`src/rtl/ahbl_bus_pkg.sv`:
```
// ahbl_bus_pkg: shared AHB-Lite encodings, default-slave state type and read-data default
package ahbl_bus_pkg;
   localparam logic [1:0] HTRANS_IDLE   = 2'b00;
   localparam logic [1:0] HTRANS_BUSY   = 2'b01;
   localparam logic [1:0] HTRANS_NONSEQ = 2'b10;
   localparam logic [1:0] HTRANS_SEQ    = 2'b11;
   localparam logic HRESP_OKAY  = 1'b0;
   localparam logic HRESP_ERROR = 1'b1;
   localparam logic [31:0] DEF_RDATA_DFLT = 32'hDEADBEEF;
   typedef enum logic [1:0] {ST_IDLE, ST_ERR1, ST_ERR2} dflt_state_e;
endpackage

```
`src/rtl/ahbl_bus_dflt.sv`:
```
// ahbl_bus_dflt: default-slave ERROR FSM plus optional wait-state timeout (AHBL_BUS_TIMEOUT_EN)
module ahbl_bus_dflt
   import ahbl_bus_pkg::*;
#(
   parameter int TO_CYCLES = 255
) (
   input  logic HCLK,
   input  logic HRESETn,
   input  logic hready_i,
   input  logic unmapped_i,
   input  logic stall_i,
   output logic ready_o,
   output logic resp_o,
   output logic to_hit_o
`ifdef AHBL_BUS_TIMEOUT_EN
   ,
   output logic timeout_o
`endif
);
   dflt_state_e state_q, state_d;

   // state register
   always_ff @(posedge HCLK or negedge HRESETn)
      if (!HRESETn) state_q <= ST_IDLE;
      else state_q <= state_d;

   // a timeout or an accepted unmapped transfer starts the two-cycle ERROR; ERR1 always advances
   always_comb
      state_d = (to_hit_o || (hready_i && unmapped_i && state_q != ST_ERR1)) ? ST_ERR1 :
                (state_q == ST_ERR1) ? ST_ERR2 : ST_IDLE;

   // ERR1 stalls the master, both error states flag ERROR
   always_comb begin
      ready_o = state_q != ST_ERR1;
      resp_o  = (state_q == ST_IDLE) ? HRESP_OKAY : HRESP_ERROR;
   end

`ifdef AHBL_BUS_TIMEOUT_EN
   localparam int CW = $clog2(TO_CYCLES + 1);
   logic [CW-1:0] cnt_q, cnt_d;
   logic          timeout_q;

   assign to_hit_o  = stall_i && (cnt_q == CW'(TO_CYCLES - 1));
   assign timeout_o = timeout_q;

   // count stalled cycles of the current owner; any completed cycle or a timeout clears it
   always_comb
      cnt_d = (hready_i || to_hit_o) ? '0 : stall_i ? cnt_q + 1'b1 : cnt_q;

   // counter and one-cycle timeout pulse registers
   always_ff @(posedge HCLK or negedge HRESETn)
      if (!HRESETn) begin
         cnt_q     <= '0;
         timeout_q <= 1'b0;
      end else begin
         cnt_q     <= cnt_d;
         timeout_q <= to_hit_o;
      end
`else
   logic unused_to;
   assign to_hit_o  = 1'b0;
   assign unused_to = stall_i ^ (TO_CYCLES != 0);
`endif
endmodule

```
`src/rtl/ahbl_bus_n.sv`:
```
// ahbl_bus_n: AHB-Lite page decoder and response mux with default slave (optional AHBL_BUS_TIMEOUT_EN)
module ahbl_bus_n
   import ahbl_bus_pkg::*;
#(
   parameter int             NS        = 6,
   parameter int             DW        = 32,
   parameter int             PW        = 8,
   parameter logic [NS*PW-1:0] PAGE_MAP = {8'h4A, 8'h49, 8'h48, 8'h40, 8'h20, 8'h00},
   parameter logic [DW-1:0]  DEF_RDATA = DW'(DEF_RDATA_DFLT),
   parameter int             TO_CYCLES = 255
) (
   input  logic             HCLK,
   input  logic             HRESETn,
   input  logic [31:0]      HADDR,
   input  logic [1:0]       HTRANS,
   output logic             HREADY,
   output logic             HRESP,
   output logic [DW-1:0]    HRDATA,
   output logic [NS-1:0]    HSEL,
   input  logic [NS-1:0]    HREADY_S,
   input  logic [NS-1:0]    HRESP_S,
   input  logic [NS*DW-1:0] HRDATA_S
`ifdef AHBL_BUS_TIMEOUT_EN
   ,
   output logic             TIMEOUT
`endif
);
   logic [PW-1:0] page;
   logic [NS-1:0] asel_q, asel_d;
   logic          unmapped, stall, to_hit, dflt_ready, dflt_resp;
   logic          unused_haddr;

   assign page         = HADDR[31 -: PW];
   assign unmapped     = HTRANS[1] & ~|HSEL;
   assign stall        = |asel_q & ~HREADY;
   assign unused_haddr = ^{HADDR[31-PW:0], HTRANS[0]};

   // page decode; scanning downward lets the lowest matching index win on duplicates
   always_comb begin
      HSEL = '0;
      for (int i = NS - 1; i >= 0; i--)
         if (page == PAGE_MAP[i*PW +: PW]) HSEL = NS'(1) << i;
   end

   // data-phase owner: reloaded on every completed cycle, dropped when a stalled slave times out
   always_comb
      asel_d = to_hit ? '0 : HREADY ? (HTRANS[1] ? HSEL : '0) : asel_q;

   // data-phase owner register
   always_ff @(posedge HCLK or negedge HRESETn)
      if (!HRESETn) asel_q <= '0;
      else asel_q <= asel_d;

   // response mux: owning slave if any, otherwise the default slave
   always_comb begin
      HREADY = dflt_ready;
      HRESP  = dflt_resp;
      HRDATA = DEF_RDATA;
      for (int i = 0; i < NS; i++)
         if (asel_q[i]) begin
            HREADY = HREADY_S[i];
            HRESP  = HRESP_S[i];
            HRDATA = HRDATA_S[i*DW +: DW];
         end
   end

   ahbl_bus_dflt #(.TO_CYCLES(TO_CYCLES)) u_dflt (
      .HCLK       (HCLK),
      .HRESETn    (HRESETn),
      .hready_i   (HREADY),
      .unmapped_i (unmapped),
      .stall_i    (stall),
      .ready_o    (dflt_ready),
      .resp_o     (dflt_resp),
      .to_hit_o   (to_hit)
`ifdef AHBL_BUS_TIMEOUT_EN
      ,
      .timeout_o  (TIMEOUT)
`endif
   );
endmodule

```
`config.mk`:
```
export PLATFORM = sky130hd
export DESIGN_NAME = ahbl_bus_n
export DESIGN_NICKNAME = d
export VERILOG_FILES = /design/src/rtl/ahbl_bus_pkg.sv /design/src/rtl/ahbl_bus_dflt.sv /design/src/rtl/ahbl_bus_n.sv
export SDC_FILE = /design/constraint.sdc
export NUM_CORES = 1
export LEC_CHECK = 0
export ABC_CLOCK_PERIOD_IN_PS = 2100
export BUFFER_PORTS_ARGS = -buffer_cell sky130_fd_sc_hd__buf_4
export CORE_AREA = 2 2 109 111
export CTS_CLUSTER_SIZE = 10
export DETAILED_ROUTE_END_ITERATION = 12
export DIE_AREA = 0 0 111 113
export GPL_TIMING_DRIVEN = 1
export MAX_ROUTING_LAYER = met4
export PLACE_DENSITY = 0.54
export SLEW_MARGIN = 40
export SYNTH_ARGS = -nofsm -noshare
export SYNTH_HDL_FRONTEND = slang
export SYNTH_SLANG_ARGS = --single-unit
```
`constraint.sdc`:
```
create_clock -name HCLK -period 2.1 [get_ports HCLK]
set_input_delay 0.21 -clock HCLK [delete_from_list [all_inputs] [get_ports HCLK]]
set_output_delay 0.21 -clock HCLK [all_outputs]
set_load 0.005 [all_outputs]
```
==> results by group, run 1 <==
Run status
  • Outcome: finished, final reports clean

Synthesis
  • Sequential fraction of the synthesis area: 10.8%
  • Yosys top cell area share: 17.3%
  • Dominant cell type by area after synthesis: o21ai_0
  • Synthesis warning total: 0
  • Async SR Flop Fraction: 100%
  • Syn Area/Cell: 6.18 um^2
  • Synthesized cell area: 1850 um^2
  • Synth Net Count: 539
  • Post-synth EDFFs: 0
  • Synth Flop Type: dfrtp_1
  • Syn Inst Count: 299
  • Synth cell types: 37
  • #FFs+latches synth: 8
  • Ranking of synthesized cells by area: o21ai_0 17%, a21oi_1 13%, o22ai_1 11%, dfrtp_1 11%, a22oi_1 9.3%

Route
  • Avg WL per Cell: 17.2 um
  • DRT iter0 DRCs: 164
  • Drt pass-1 iters: 4
  • Antenna-violating nets left: 0
  • # DRC: 0
  • Final WL: 11900 um
  • Via count: 3351
  • Vias/cell: 4.86

GRT
  • Largest net degree at the start of global routing: 32
  • Global-route wire length before repair: 17900 um
  • Total congestion overflow: 0
  • Vias in the first global route: 3413
  • Tot GR Track Use: 18.1%
  • Initial antenna violation count: 0

STA
  • Final setup fails: 0
  • Period utilisation layout: 95.2%
  • Post-route minimum period: 2.00 ns
  • FMAX: 500 MHz
  • Final hold vios: 0
  • Clk_skew: 0.00411 ns
  • Fin Hold WS: 0.259 ns
  • Final setup TNS: 0 ns
  • Final WS setup: 0.102 ns
  • Final Slew Violations: 0
  • Worst-Margin Slew: 0.473 ns
  • RSZ-0062 raised after global routing: no
  • Slew margin rel.: 68.4%

Critical path
  • Critical path launch point type: flop
  • Crit-path max FO: 7
  • Slowest cell on crit path: dfrtp_2
  • CP delay by family, top: simple AND/OR/NAND/NOR gates
  • Critical Path Most Common Cell: a21oi_1
  • Buf/Inv on CP: 1
  • Setup crit end kind: output port
  • Setup Crit Path Kind: reg -> out
  • Worst path required time: 1.89 ns
  • CP max stage delay: 0.42 ns
  • Worst-path cell chain: nor2b_2 > a221oi_1 > nor3_1 > a21oi_1 > a21oi_1 > buf_4
  • Critical path arrival: 1.79 ns

Pwr
  • Leak pwr: 1.80 nW
  • VDD IR max: 272 uV
  • P per Cell Area: 243 nW/um^2

Die
  • Row count: 39
  • # IOs: 280
  • CORE AREA: 11300 um^2
  • Die area: 12500 um^2
  • Starting Density: 16.4%
  • Die Wd: 111 um
  • DIE HEIGHT: 113 um

Cells and area
  • Ant diodes: 0
  • Nets: 788
  • Most frequent cells in the layout: 270 x buf_4, 63 x o21ai_0, 49 x a21oi_1
  • Share of layout cells above drive strength 1: 52.8%
  • Final Cell Area: 4060 um^2
  • Most common cell after layout, fill and taps aside: buf_4
  • Area grow syn2layout: 120%

Min path
  • Hold Crit Class: in -> reg

Placement
  • Post-DP HPWL: 9620 um
  • IO buf count: 254
  • Pre-CTS setup slack: 0.184 ns
  • Dpl cell area: 3930 um^2
  • RePlAce Congestion: 0.888

Clocking
  • Worst-path clk slew: 0.04 ns
  • Sink Count: 8
  • Clock Path Buffers: 2
  • CTS Buf Count: 3
  • CTS tree: yes
  • CTS Root Cell: clkbuf_16
  • CTS H-tree lvls: 1
  • Clock Latency Late Sink: 0.24 ns

Job
  • Max-Cap Viols: 0
==> final cells by class <==
class / count / area [um^2]
Inverter: 7 / 26.3
Timing Repair Buffer: 274 / 2070
Clock buffer: 4 / 78.8
Fill cell: 1247 / 7210
Multi-Input combinational cell: 254 / 1500
Tap cell: 143 / 179
Sequential cell: 8 / 205
==> worst min-delay path, stage by stage <==
cell and delay, ns:
buf_4 0.13, nand2_1 0.06, mux2i_1 0.06
==> kinds of logic (layout without fill, tap and decap cells) <==
family,after synthesis,count (layout),share of synthesized area [%]
flip-flops,8,8,10.8
multiplexers,6,6,3.79
buffers and inverters,37,285,8.66
AND/OR/NAND/NOR,54,54,15.5
AO/OA/AOI/OAI,194,194,61.2
==> report_power, final <==
group | switching [W] | internal, W | total, W | leakage, nW
clock network | 0.0000816 | 0.000253 | 0.000335 | 0.0382
registers | 0.00000466 | 0.000165 | 0.000169 | 0.103
logic | 0.000146 | 0.000335 | 0.000481 | 1.66
total | 0.000232 | 0.000754 | 0.000986 | 1.80
==> worst paths after layout <==
kind	slack, ns	from	end	cells past startpoint
min reg2reg	0.46	u_dflt.state_q[1]	u_dflt.state_q[1]	1
max	0.10	asel_q[0]	HRDATA[17]	6
min in group asynchronous	0.33	HRESETn	asel_q[4]	2
max reg2reg	0.34	asel_q[2]	asel_q[0]	4
min	0.26	HTRANS[1]	asel_q[2]	3
max in group asynchronous	1.62	HRESETn	asel_q[0]	2
==> metal layers <==
layer	routed length (um)	track usage (%)
met1	4860	20.9
met5	0	-
met3	775	2.52
met4	142	4.67
met2	6080	33.0
==> cells in the mapped netlist, types with 2 or more instances <==
library cell  instances
and2_1                2
nor2b_1               4
clkinv_1              2
clkbuf_1             23
a21oi_1              49
nand2b_1              3
o22ai_1              33
nor3_1               11
inv_1                 5
nand2_1               8
a31oi_1               2
buf_6                 2
mux2i_1               4
mux2_4                2
buf_2                 5
nand3_1               2
o21ai_1               8
a22oi_1              23
nor2_1               16
o21ai_0              64
dfrtp_1               8
a221oi_1              8
==> registers in the layout, indices dropped and copies added (netlist names) <==
name            flops
u_dflt.state_q      2
asel_q              6
==> through the flow <==
stage / std cells / total power, W / util (%)
final: 690 / 0.000986 / 36.0
after global routing: 690 / 0.00104 / 36.0
after CTS: 688 / 0.000993 / 35.7
after detailed placement: 683 / 0.000652 / 34.9
after global placement: 683 / 0.000645 / 34.9
after floorplan: 299 / 0.000276 / -
==> what timing repair did <==
action                                  CTS  global route
gates cloned                              0             1
hold buffers                              1             0
hold endpoints to repair                  8             0
buffers inserted                          0             1
gates resized for setup                   2             8
pin swaps                                 0             0
endpoints found under the setup margin    7            24
Note: power is estimated with default switching activity, not from simulation.
==> run 2: changes to the inputs <==
==> constraint.sdc (replaced) <==
create_clock -name HCLK -period 2.1 [get_ports HCLK]
set_input_delay 0.105 -clock HCLK [delete_from_list [all_inputs] [get_ports HCLK]]
set_output_delay 0.105 -clock HCLK [all_outputs]
set_load 0.005 [all_outputs]
==> run 2 against run 1 <==
Register-to-register slack is essentially flat. Worst hold slack lost 0.10 ns. Global-route usage shrank 0.51 points. Sequential share of layout area is essentially flat. Critical path depth is the same. Final area shrank 1.1%. Via count grew 1.3%. Routed wire length shrank 2.5%. Clock power shrank 1%. Cell count shrank 0.58%. Power shrank 0.72%. Critical endpoint unchanged.
==> results by group, run 2 (same netlist as run 1, synthesis figures left out) <==
STA
  • Final Slew Violations: 0
  • Clk_skew: 0.00345 ns
  • Final WS setup: 0.138 ns
  • FMAX: 510 MHz
  • Final setup fails: 0
  • Worst-Margin Slew: 0.699 ns
  • Slew margin rel.: 53.2%
  • Final setup TNS: 0 ns
  • Post-route minimum period: 1.96 ns
  • Final hold vios: 0
  • RSZ-0062 raised after global routing: no
  • Period utilisation layout: 93.4%

GRT
  • Vias in the first global route: 3451
  • Total congestion overflow: 0
  • Initial antenna violation count: 0
  • Largest net degree at the start of global routing: 31
  • Global-route wire length before repair: 17500 um
  • Tot GR Track Use: 17.6%

Route
  • Avg WL per Cell: 16.9 um
  • DRT iter0 DRCs: 233
  • Vias/cell: 4.95
  • Via count: 3393
  • Final WL: 11600 um
  • Antenna-violating nets left: 0
  • # DRC: 0
  • Drt pass-1 iters: 4

Die
  • Die Wd: 111 um
  • Row count: 39
  • # IOs: 280
  • Die area: 12500 um^2
  • Starting Density: 16.4%
  • DIE HEIGHT: 113 um
  • CORE AREA: 11300 um^2

Cells and area
  • Most frequent cells in the layout: 269 x buf_4, 64 x o21ai_0, 49 x a21oi_1
  • Biggest regs: asel_q (6), u_dflt.state_q (2)
  • Most common cell after layout, fill and taps aside: buf_4
  • Share of layout cells above drive strength 1: 51.7%
  • Nets: 784
  • Core Util, Final: 35.6%
  • Final Cell Area: 4020 um^2
  • Final Non-Filler Cells: 686
  • Area grow syn2layout: 117%
  • Ant diodes: 0
  • Number of flip-flops in the largest register: 6
  • Top reg by flops: asel_q

Critical path
  • Worst path required time: 2.00 ns
  • Crit-path max FO: 7
  • Critical path launch point type: flop
  • Setup crit end kind: output port
  • Setup Crit Path Kind: reg -> out
  • Reg2Reg Setup Slack: 0.34 ns
  • Critical path arrival: 1.86 ns

Pwr
  • P per Cell Area: 244 nW/um^2
  • VDD IR max: 216 uV
  • Leak pwr: 1.78 nW

Clocking
  • Clock Path Buffers: 2
  • CTS Root Cell: clkbuf_16
  • CTS H-tree lvls: 1
  • Sink Count: 8
  • CTS Buf Count: 3
  • Postcts setup bufs: 0
  • CTS tree: yes
  • Clock Latency Late Sink: 0.23 ns
  • Worst-path clk slew: 0.04 ns

Job
  • Max-Cap Viols: 0

Placement
  • RePlAce Congestion: 0.887
  • Pre-CTS setup slack: 0.301 ns
  • Post-DP HPWL: 9440 um
  • Cells after DPL: 681
  • Dpl cell area: 3920 um^2
  • IO buf count: 254

Min path
  • Hold Crit Class: in -> reg

Run status
  • Outcome: finished, final reports clean
[run 2: stage by stage]
| step | hold slack (ns) | total power, W |
|---|---|---|
| floorplan | -0.191 | 0.000276 |
| global placement | -0.0715 | 0.000647 |
| detailed placement | -0.0690 | 0.000650 |
| CTS | 0.150 | 0.000985 |
| global route | 0.179 | 0.00104 |
| finish | 0.156 | 0.000978 |
[run 2: cell type report]
cell class              count  area, um^2
fillers                  1213        7260
repair buffers            270        2030
multi-input cells         254        1500
flip-flops and latches      8         203
well taps                 143         179
clock buffers               4        78.8
inverters                   7        26.3
[run 2: power breakdown]
group	switching, W	internal [W]	total (W)
Sequential	0.00000515	0.000165	0.000170
Combinational	0.000144	0.000335	0.000479
Clock	0.0000767	0.000253	0.000330
[run 2: path summary, 6_finish.rpt]
kind,from,to,cells past startpoint
hold reg to reg,u_dflt.state_q[1],u_dflt.state_q[1],1
setup / recovery,asel_q[0],HRDATA[17],6
hold / removal,HTRANS[1],asel_q[2],3
setup reg to reg,asel_q[1],asel_q[0],5
min in group asynchronous,HRESETn,asel_q[5],2
max in group asynchronous,HRESETn,asel_q[2],2
[run 2: worst max-delay path, cell delays in order (launching register included)]
cell and delay (ns):
dfrtp_1 0.47, nor2b_2 0.36, a221oi_1 0.12, nor3_1 0.29, a21oi_1 0.10, a21oi_1 0.17
buf_4 0.13
[run 2: per-layer routing]
layer	vias to the layer above	GRT usage, %	part of all wire (%)
li1	1665	-	-
met1	1519	20.3	40
met2	194	32.2	51
met3	15	2.41	7.4
met4	0	4.25	1.5
met5	-	-	0
[run 2: repair_timing]
| item | CTS | global route |
|---|---|---|
| hold buffers | 1 | 0 |
| setup endpoints to repair | 0 | 7 |
| endpoints found under the hold margin | 8 | 0 |
| resized for setup | 0 | 1 |
